--- src/rtl/ps2_kbd_decoder.sv ---
// PS/2 scan-code set 2 decoder: folds E0/F0/E1 prefixes into single key events,
// buffers them in a small FIFO and re-arms the controller after reception errors.

package ps2_pkg;
  typedef struct packed {
    logic parity_error;
    logic frame_error;
    logic clk_timeout;
    logic rqst_timeout;
  } flags_t;
endpackage

module ps2_kbd_decoder #(
  parameter int DEPTH = 4,
  parameter int CNT_W = 8
) (
  input  logic             clk,
  input  logic             rst_n,
  input  logic             enable,
  input  logic             tx_active,
  input  logic             rx_valid,
  input  logic [7:0]       rx_data,
  input  ps2_pkg::flags_t  rx_flags,
  output logic             ps2_en,
  output logic             ev_valid,
  input  logic             ev_ready,
  output logic [7:0]       ev_code,
  output logic             ev_ext,
  output logic             ev_brk,
  output logic             ev_pause,
  output logic             ev_sys,
  output logic             ovf,
  input  logic             ovf_clr,
  output logic [CNT_W-1:0] err_cnt
);

  localparam int AW    = $clog2(DEPTH);
  localparam int EVT_W = 12;

  localparam logic [2:0] ST_IDLE    = 3'd0;
  localparam logic [2:0] ST_E0      = 3'd1;
  localparam logic [2:0] ST_F0      = 3'd2;
  localparam logic [2:0] ST_E0F0    = 3'd3;
  localparam logic [2:0] ST_PAUSE   = 3'd4;
  localparam logic [2:0] ST_RECOVER = 3'd5;

  // Event record layout: {code[7:0], ext, brk, pause, sys}
  function automatic logic [EVT_W-1:0] make_evt(input logic [7:0] code, input logic ext,
                                                input logic brk, input logic pause,
                                                input logic sys);
    make_evt = {code, ext, brk, pause, sys};
  endfunction

  function automatic logic is_sys_byte(input logic [7:0] b);
    case (b)
      8'hAA, 8'hFA, 8'hFE, 8'hEE, 8'hFC, 8'h00, 8'hFF: is_sys_byte = 1'b1;
      default:                                         is_sys_byte = 1'b0;
    endcase
  endfunction

  logic [2:0]       state_r;
  logic [2:0]       state_nxt_s;
  logic [2:0]       pcnt_r;
  logic [2:0]       pcnt_nxt_s;
  logic             rcnt_r;
  logic             rcnt_nxt_s;
  logic             acc_s;
  logic             err_s;
  logic             push_s;
  logic [EVT_W-1:0] push_evt_s;

  logic [EVT_W-1:0] mem_r [DEPTH];
  logic [AW:0]      wr_ptr_r;
  logic [AW:0]      rd_ptr_r;
  logic             full_s;
  logic             empty_s;
  logic             pop_s;
  logic             wr_en_s;
  logic             ovf_set_s;
  logic [EVT_W-1:0] head_s;
  logic             ovf_r;
  logic [CNT_W-1:0] err_cnt_r;

  // RECOVER deasserts the controller enable, which forces it through INHIBIT.
  assign ps2_en = enable & (state_r != ST_RECOVER);
  assign acc_s  = rx_valid & ~tx_active & ps2_en;
  assign err_s  = acc_s & (|rx_flags);

  // Decode next-state and event generation.
  always_comb begin
    state_nxt_s = state_r;
    pcnt_nxt_s  = pcnt_r;
    rcnt_nxt_s  = rcnt_r;
    push_s      = 1'b0;
    push_evt_s  = {EVT_W{1'b0}};
    if (!enable) begin
      state_nxt_s = ST_IDLE;
      pcnt_nxt_s  = 3'd0;
      rcnt_nxt_s  = 1'b0;
    end else if (state_r == ST_RECOVER) begin
      if (rcnt_r) begin
        state_nxt_s = ST_IDLE;
        rcnt_nxt_s  = 1'b0;
      end else begin
        rcnt_nxt_s  = 1'b1;
      end
    end else if (err_s) begin
      state_nxt_s = ST_RECOVER;
      pcnt_nxt_s  = 3'd0;
      rcnt_nxt_s  = 1'b0;
    end else if (acc_s) begin
      case (state_r)
        ST_IDLE: begin
          if (rx_data == 8'hE0) begin
            state_nxt_s = ST_E0;
          end else if (rx_data == 8'hF0) begin
            state_nxt_s = ST_F0;
          end else if (rx_data == 8'hE1) begin
            state_nxt_s = ST_PAUSE;
            pcnt_nxt_s  = 3'd7;
          end else begin
            push_s     = 1'b1;
            push_evt_s = make_evt(rx_data, 1'b0, 1'b0, 1'b0, is_sys_byte(rx_data));
          end
        end
        ST_E0: begin
          if (rx_data == 8'hF0) begin
            state_nxt_s = ST_E0F0;
          end else if (rx_data == 8'hE0) begin
            state_nxt_s = ST_E0;
          end else begin
            state_nxt_s = ST_IDLE;
            push_s      = 1'b1;
            push_evt_s  = make_evt(rx_data, 1'b1, 1'b0, 1'b0, 1'b0);
          end
        end
        ST_F0: begin
          state_nxt_s = ST_IDLE;
          push_s      = 1'b1;
          push_evt_s  = make_evt(rx_data, 1'b0, 1'b1, 1'b0, 1'b0);
        end
        ST_E0F0: begin
          state_nxt_s = ST_IDLE;
          push_s      = 1'b1;
          push_evt_s  = make_evt(rx_data, 1'b1, 1'b1, 1'b0, 1'b0);
        end
        ST_PAUSE: begin
          // Pause bytes are counted, not checked; the last one emits the event.
          if (pcnt_r <= 3'd1) begin
            state_nxt_s = ST_IDLE;
            pcnt_nxt_s  = 3'd0;
            push_s      = 1'b1;
            push_evt_s  = make_evt(8'hE1, 1'b0, 1'b0, 1'b1, 1'b0);
          end else begin
            pcnt_nxt_s  = pcnt_r - 3'd1;
          end
        end
        default: begin
          state_nxt_s = ST_IDLE;
          pcnt_nxt_s  = 3'd0;
        end
      endcase
    end else begin
      state_nxt_s = state_r;
    end
  end

  // Decoder state registers.
  always_ff @(posedge clk or negedge rst_n) begin
    if (!rst_n) begin
      state_r <= ST_IDLE;
      pcnt_r  <= 3'd0;
      rcnt_r  <= 1'b0;
    end else begin
      state_r <= state_nxt_s;
      pcnt_r  <= pcnt_nxt_s;
      rcnt_r  <= rcnt_nxt_s;
    end
  end

  // Saturating count of flagged receptions; RECOVER keeps it to one per error.
  always_ff @(posedge clk or negedge rst_n) begin
    if (!rst_n) begin
      err_cnt_r <= {CNT_W{1'b0}};
    end else if (err_s && (err_cnt_r != {CNT_W{1'b1}})) begin
      err_cnt_r <= err_cnt_r + {{(CNT_W-1){1'b0}}, 1'b1};
    end else begin
      err_cnt_r <= err_cnt_r;
    end
  end

  assign empty_s   = (wr_ptr_r == rd_ptr_r);
  assign full_s    = (wr_ptr_r[AW] != rd_ptr_r[AW]) &&
                     (wr_ptr_r[AW-1:0] == rd_ptr_r[AW-1:0]);
  assign pop_s     = ev_valid & ev_ready;
  // A push into a full FIFO only lands if the head leaves in the same cycle.
  assign wr_en_s   = push_s & (~full_s | pop_s);
  assign ovf_set_s = push_s & full_s & ~pop_s;

  // Event storage.
  always_ff @(posedge clk or negedge rst_n) begin
    if (!rst_n) begin
      for (int i = 0; i < DEPTH; i++) begin
        mem_r[i] <= {EVT_W{1'b0}};
      end
    end else if (wr_en_s) begin
      mem_r[wr_ptr_r[AW-1:0]] <= push_evt_s;
    end else begin
      mem_r[wr_ptr_r[AW-1:0]] <= mem_r[wr_ptr_r[AW-1:0]];
    end
  end

  // FIFO pointers.
  always_ff @(posedge clk or negedge rst_n) begin
    if (!rst_n) begin
      wr_ptr_r <= {(AW+1){1'b0}};
      rd_ptr_r <= {(AW+1){1'b0}};
    end else begin
      if (wr_en_s) begin
        wr_ptr_r <= wr_ptr_r + {{AW{1'b0}}, 1'b1};
      end else begin
        wr_ptr_r <= wr_ptr_r;
      end
      if (pop_s) begin
        rd_ptr_r <= rd_ptr_r + {{AW{1'b0}}, 1'b1};
      end else begin
        rd_ptr_r <= rd_ptr_r;
      end
    end
  end

  // Sticky overflow; a fresh overflow wins over a simultaneous clear.
  always_ff @(posedge clk or negedge rst_n) begin
    if (!rst_n) begin
      ovf_r <= 1'b0;
    end else if (ovf_set_s) begin
      ovf_r <= 1'b1;
    end else if (ovf_clr) begin
      ovf_r <= 1'b0;
    end else begin
      ovf_r <= ovf_r;
    end
  end

  assign head_s   = mem_r[rd_ptr_r[AW-1:0]];
  assign ev_valid = ~empty_s;
  assign ev_code  = head_s[11:4];
  assign ev_ext   = head_s[3];
  assign ev_brk   = head_s[2];
  assign ev_pause = head_s[1];
  assign ev_sys   = head_s[0];
  assign ovf      = ovf_r;
  assign err_cnt  = err_cnt_r;

endmodule

--- config.mk ---
export PLATFORM = sky130hd
export DESIGN_NAME = ps2_kbd_decoder
export DESIGN_NICKNAME = d
export VERILOG_FILES = /design/src/rtl/ps2_kbd_decoder.sv
export SDC_FILE = /design/constraint.sdc
export NUM_CORES = 1
export LEC_CHECK = 0
export CORE_AREA = 4 4 98 100
export DETAILED_ROUTE_END_ITERATION = 16
export DIE_AREA = 0 0 102 104
export GPL_TIMING_DRIVEN = 0
export MAX_ROUTING_LAYER = met4
export PLACE_DENSITY = 0.67
export SLEW_MARGIN = 10
export SYNTH_ARGS = -nofsm -noshare
export SYNTH_HDL_FRONTEND = slang
export SYNTH_SLANG_ARGS = --single-unit
--- constraint.sdc ---
create_clock -name clk -period 2.5 [get_ports clk]
set_clock_uncertainty 0.05 [all_clocks]
set_input_delay 0.5 -clock clk [delete_from_list [all_inputs] [get_ports clk]]
set_output_delay 0.5 -clock clk [all_outputs]
set_load 0.05 [all_outputs]
# Word-level counts from Yosys, hierarchy flattened

Index checks and enable logic that the tools add are counted.
W data, S select, Z words.

Add/subtract/negate cells: 4
$lt $le $gt $ge: 4
Mux-type cells: 61
Equal/unequal tests: 30
Bitwise gates (word level): 15
Reduce and logical (&&, ||, !) cells: 12

Operators by type and width:

| kind                  | count |
|---|---|
| $mux W12              | 15 |
| $bwmux W48            | 2 |
| $eq A8 B8 Y1 const B  | 9 |
| $pmux W12 S5          | 1 |
| $mux W3               | 17 |
| $bmux W12 S2          | 2 |
| $mux W48              | 1 |
| $demux W12 S2         | 1 |
| $mux W1               | 18 |
| $pmux W3 S3           | 2 |
| $ne A4 B4 Y1 const B  | 3 |
| $add A8 B1 Y8 const B | 1 |
| $and A1 B1 Y1         | 8 |
| $logic_not A8 Y1      | 1 |
| $ne A8 B8 Y1 const B  | 1 |
| $ne A7 B7 Y1 const B  | 1 |
| $reduce_or A7 Y1      | 1 |
| $add A3 B1 Y3 const B | 2 |
| $eq A3 B2 Y1 const B  | 2 |
| $eq A3 B3 Y1 const B  | 2 |
| $ge A3 B3 Y1 const B  | 2 |
| $ne A3 B1 Y1 const B  | 2 |
| $ne A3 B3 Y1 const B  | 2 |
| $not A2 Y3            | 2 |
| other kinds (23)      | 28 |

Bits in registers: 70
Input bits: 19
Output and inout port bits: 23

# Depth between registers and ports, before layout

Gate-level depths: netlist of run 1.

Depth in word-level cells: 13
Gate-level depth with buffers: 8

# Worst setup path before layout of run 1

No wires, ideal clock.

Path kind: flip-flop to output port
Start: reg rd_ptr_r[0]
End: out ev_brk
Setup slack: 0.185 ns
Data arrival time: 1.765 ns
Cell stages (with the launch flop): 4
Buffers on the path: 2
Data required time: 1.950 ns
Cells stage by stage: dfrtp_1 buf_2 buf_1 mux4_2

Longest elaborated chain between the ends: 4

Ends and longest elaborated chain:

| element                                      | line | RTL |
|---|---|---|
| start: declaration                           | 74   | `logic [AW:0] rd_ptr_r;` |
| start signal: assignment                     | 217  | `rd_ptr_r <= {(AW+1){1'b0}};` |
| start signal: assignment                     | 225  | `rd_ptr_r <= rd_ptr_r + {{AW{1'b0}}, 1'b1};` |
| start signal: assignment                     | 227  | `rd_ptr_r <= rd_ptr_r;` |
| $not A2 Y3 (not written as such)             | 245  | `assign head_s = mem_r[rd_ptr_r[AW-1:0]];` |
| $bmux W12 S2                                 | 245  |  |
| $mux W12 (not written as such) (2 in series) | 245  |  |
| end: declaration                             | 29   | `output logic ev_brk,` |

Every way passes these cells. The select of a mux whose other input is x is not followed.

# Worst setup path in the final report of run 1

Start: reg rd_ptr_r[0]
End: out ev_sys

Longest elaborated chain between the ends: 4

Ends and longest elaborated chain:

| element                                      | line | RTL |
|---|---|---|
| $not A2 Y3 (not written as such)             | 245  |  |
| $bmux W12 S2                                 | 245  |  |
| $mux W12 (not written as such) (2 in series) | 245  |  |
| end: declaration                             | 31   | `output logic ev_sys,` |

Every way passes these cells. The select of a mux whose other input is x is not followed.

==> impl_metrics.ini, run 1 <==
[global_routing]
grt_antenna_before_repair = 0
grt_pass1_vias = 3224
grtUsageTotal_pct = 20.6
grt_first_pass_wirelength_mm = 16.7
grt_overflow = 0
grt_max_degree = 62

[die]
initial_core_util_pct = 44.6
fp.dieArea_um2 = 10600
rows = 34
io_pins = 42
fp.dieW_um = 102
fp.dieH_um = 104
core_area_um2 = 8680

[power_and_ir_drop]
power.internal_mw = 2.97
leakage_nw = 1.76
power_frac_clock_pct = 17.6
vdd_drop_max_mv = 0.448
swShare_pct = 44.4
pwr-share-seq_pct = 32.8
powerDensity_nw_per_um2 = 1120
p_switching_mw = 2.36
combinationalPowerShare_pct = 49.6

[timing]
worstMarginPinSlew_ns = 0.647
fmax_mhz = 415
timing.hold.ws_ns = 0.440
grt_setup_unrepaired = yes
period_needed_ns = 2.41
period_share_pct = 96.4
setup_violations = 0
hold_viol_final = 0
relSlewSlack_pct = 56.9
finalMaxSlewViolations = 0
setup_ws_ns = 0.0892

[yosys]
synth_flop_cell = dfrtp_1
netlist_area_um2 = 3870
syn_inst = 355
synth-seq-cells = 70
synth-edff-count = 0
synth-warning-count = 0
synth_top_area_share_pct = 45.3
syn-num-nets = 382
ys_types = 54
yosysTopAreaCell = dfrtp_1
avgSynthCellArea_um2 = 10.9
synthArstFlopShare_pct = 100
seq_area_frac_synth_pct = 45.3
yosys-top-cells-area = dfrtp_1, mux4_2, a21oi_1

[placed_design]
place_congestion = 0.844
place_ws_ns = -0.770
dp_hpwl_mm = 6.97
io_buffers = 41

[setup_path]
cp-end-kind = output port
worstPathRequired_ns = 1.95
crit_arrival_ns = 1.86
critical_path_class = flop to output port
ff2ff_setup_slack_ns = 0.17
start_kind = flop
cp_max_fo = 5

[drt]
postRouteAntennaNets = 0
drc = 0
vias_per_cell = 5.84
drtIter0Drc = 181
drt_wl_total_mm = 10.1
wl_per_cell_um = 19.2
first_pass_iters = 5
vias = 3068

[clocking]
cts_sinks = 70
cts-buffers-inserted = 9
clk_latency_ns = 0.35
cts_root_buffer = clkbuf_8
cts_tree = done
path_clk_slew_ns = 0.08
h-tree-depth = 3
cts_buffer_depth = 2

[layout]
n_antenna_cell = 0
layout.nets = 439
drive_above_1_share_pct = 20.9
area_delta_synth_final_pct = 22.8

[run_status]
status = finished, final reports clean

[flow_run]
maxCapViolCount = 0

[min_path]
holdCritPathClass = flop to flop
critical path, stage by stage, from the launching register on:
cell and delay [ns]:
dfrtp_1 0.36, clkbuf_4 0.21, mux4_2 0.51, dlygate4sd2_1 0.44
logic make-up after synthesis:
kind of cell / share of synthesized area, %
and+or+nand+nor: 14.8
AOI/OAI and AO/OA: 14.1
DFF: 45.3
muxes: 16.9
buffers and inverters: 3.20
xor gates and xnor gates: 3.17
adders and majority gates: 2.59
synth_stat cells, drive strengths merged, types with 5 or more instances:
library cell / number
and3: 7
buf: 6
ha: 8
mux4: 24
nand2: 8
inv: 10
o2bb2ai: 5
dfrtp: 70
clkbuf: 14
nand4: 6
a21oi: 51
nand3: 8
xnor2: 12
nor2: 54
o21ai: 6
mux2i: 9
power by group through the flow:
stage / clock network (mW) / registers [mW] / logic [mW]
detailed placement: 0 / 1.77 / 2.55
global route: 1.01 / 1.80 / 2.87
global placement: 0 / 1.75 / 2.50
floorplan: 0 / 1.79 / 1.74
CTS: 0.958 / 1.74 / 2.58
finish: 0.938 / 1.75 / 2.64
cell type report:
class | instances | area (um2)
plain buffers | 19 | 114
repair buffers | 47 | 432
flip-flops and latches | 70 | 1750
fillers | 816 | 3930
clock buffers | 9 | 124
multi-input cells | 255 | 2080
inverters | 10 | 37.5
well taps | 108 | 135
clock inverters | 7 | 73.8
final timing paths:
path	start	cells after the start	endpoint
hold reg to reg	err_cnt[4]	1	err_cnt[4]
min in group asynchronous	rst_n	2	mem_r[45]
setup / recovery	rd_ptr_r[0]	3	ev_sys
setup reg to reg	wr_ptr_r[1]	6	mem_r[31]
max in group asynchronous	rst_n	3	mem_r[10]
hold / removal	err_cnt[4]	1	err_cnt[4]
flip-flops by register name (all words and copies together) (netlist names):
signal / count
err_cnt: 8
wr_ptr_r: 3
state_r: 3
pcnt_r: 3
mem_r: 48
ovf: 1
rd_ptr_r: 3
rcnt_r: 1
stage by stage:
step,setup TNS [ns],std cells,cell area (um2),utilization [%],total power [mW]
floorplan,0,355,3870,-,3.54
global placement,-146.16,504,4420,50.9,4.25
detailed placement,-37.57,505,4440,51.2,4.32
CTS,-0.936,523,4710,54.2,5.28
global route,-0.0187,525,4750,54.8,5.68
finish,0,525,4750,54.8,5.33
timing repair:
| item | CTS | global route |
|---|---|---|
| hold buffers | 1 | 0 |
| pin swaps | 1 | 1 |
| hold endpoints to repair | 9 | 0 |
| setup endpoints to repair | 63 | 57 |
| gates resized for setup | 48 | 41 |
| setup buffers | 1 | 3 |
per-layer routing:
layer	up-vias	global-route usage [%]	routed length (um)
met3	11	4.90	556
met4	0	4.12	144
li1	1420	-	-
met2	85	31.8	5030
met5	-	-	0
met1	1552	28.0	4340
cell usage in the layout (no fill, tap or decap), types with 6 or more instances in the layout:
cell type	count
buf_2	10
nand4_1	6
o21ai_0	6
nand3_1	8
ha_1	8
mux4_2	24
inv_1	10
nor2_1	53
dfrtp_1	69
mux2i_2	7
xnor2_1	12
clkdlybuf4s50_1	25
nand2_1	8
clkbuf_8	9
clkbuf_1	9
and3_1	7
a21oi_1	51
Power figures use the tool's default switching activity.
==> run 2, diff against run 1 <==
Settings changed: SLEW_MARGIN 10 to 20.
==> impl_metrics.ini, run 2 (same netlist as run 1, synthesis figures left out) <==
[die]
fp.dieW_um = 102
core_area_um2 = 8680
initial_core_util_pct = 44.6
fp.dieArea_um2 = 10600
rows = 34
fp.dieH_um = 104
io_pins = 42

[timing]
worstMarginPinSlew_ns = 0.653
hold_viol_final = 0
timing.hold.ws_ns = 0.440
fmax_mhz = 410
setup_violations = 0
setup_ws_ns = 0.0638
finalMaxSlewViolations = 0
timing.setup.tns_ns = 0
period_needed_ns = 2.44
period_share_pct = 97.4
relSlewSlack_pct = 56.4

[layout]
final_common_cell = dfrtp_1
regMostFlops = mem_r
final_util_pct = 54.7
largest_reg_flops = 48
drive_above_1_share_pct = 20.9
fin_area_um2 = 4750
n_antenna_cell = 0
instances_no_fill = 525
nFillCells = 809
layout_common_cells = dfrtp_1, nor2_1, a21oi_1, clkdlybuf4s50_1, mux4_2
area_delta_synth_final_pct = 22.7
layout.nets = 439

[drt]
wl_per_cell_um = 19.4
drtIter0Drc = 227
postRouteAntennaNets = 0
first_pass_iters = 4
vias = 3125
drt_wl_total_mm = 10.2
vias_per_cell = 5.95
drc = 0

[power_and_ir_drop]
vdd_drop_max_mv = 0.493
powerDensity_nw_per_um2 = 1120
power_mw = 5.32
leakage_nw = 1.76

[placed_design]
placed_cells = 505
place_congestion = 0.844
io_buffers = 41
dp_hpwl_mm = 7.02
place_ws_ns = -0.778
place_area_um2 = 4440

[setup_path]
cp_max_fo = 10
rr_worst_depth = 6
start_kind = flop
cp-end-kind = output port
crit_arrival_ns = 1.89
critical_path_class = flop to output port
worstPathRequired_ns = 1.95

[min_path]
holdPathStages = 1
holdCritPathClass = flop to flop

[clocking]
cts-buffers-inserted = 9
h-tree-depth = 3
path_clk_slew_ns = 0.08
cts_root_buffer = clkbuf_8
cts_tree = done
clk_latency_ns = 0.35
cts_buffer_depth = 2
cts_sinks = 70

[global_routing]
grt_overflow = 0
grt_max_degree = 56
grtUsageTotal_pct = 20.5
grt_pass1_vias = 3231
grt_antenna_before_repair = 0
grt_first_pass_wirelength_mm = 16.7

[flow_run]
maxCapViolCount = 0

[run_status]
status = finished, final reports clean
## run 2: timing repair
action | in CTS | in global routing
hold endpoints to repair | 15 | 0
endpoints found under the setup margin | 63 | 56
setup buffers | 1 | 3
gates resized for setup | 48 | 39
hold buffers | 1 | 0
pin swaps | 1 | 1
## run 2: final timing paths
check / startpoint / to / slack (ns)
max in group asynchronous: rst_n / mem_r[20] / 1.35
min: err_cnt[4] / err_cnt[4] / 0.44
min in group asynchronous: rst_n / mem_r[1] / 0.50
max reg2reg: wr_ptr_r[1] / mem_r[30] / 0.15
max: rd_ptr_r[0] / ev_code[3] / 0.06
min reg2reg: err_cnt[4] / err_cnt[4] / 0.44
## run 2: worst max-delay path, cell delays in order (launching register included)
cell      delay (ns)
dfrtp_1         0.37
clkbuf_4        0.21
buf_8           0.19
mux4_2          0.53
buf_2           0.23
## run 2: layer usage
layer  GRT usage [%]  part of all wire, %  up-vias
li1                -                    -     1423
met1            28.2                   43     1585
met2            31.6                   50      103
met3            3.89                  6.0       14
met4            4.69                  1.1        0
met5               -                    0        -
## run 2: power by group
part / total [mW] / switching, mW / internal [mW]
clock: 0.937 / 0.473 / 0.464
sequential: 1.75 / 0.299 / 1.45
combinational: 2.64 / 1.60 / 1.03
total: 5.32 / 2.38 / 2.95
## run 2: layout make-up
class	instances	area, um2	share of cell area [%]
buffer	19	109	2.29
tap	108	135	2.85
inverter	10	37.5	0.791
timing repair buffer	47	429	9.04
sequential	70	1750	36.9
clock inverter	7	73.8	1.55
clock buffer	9	124	2.61
multi-input combinational	255	2090	44.0
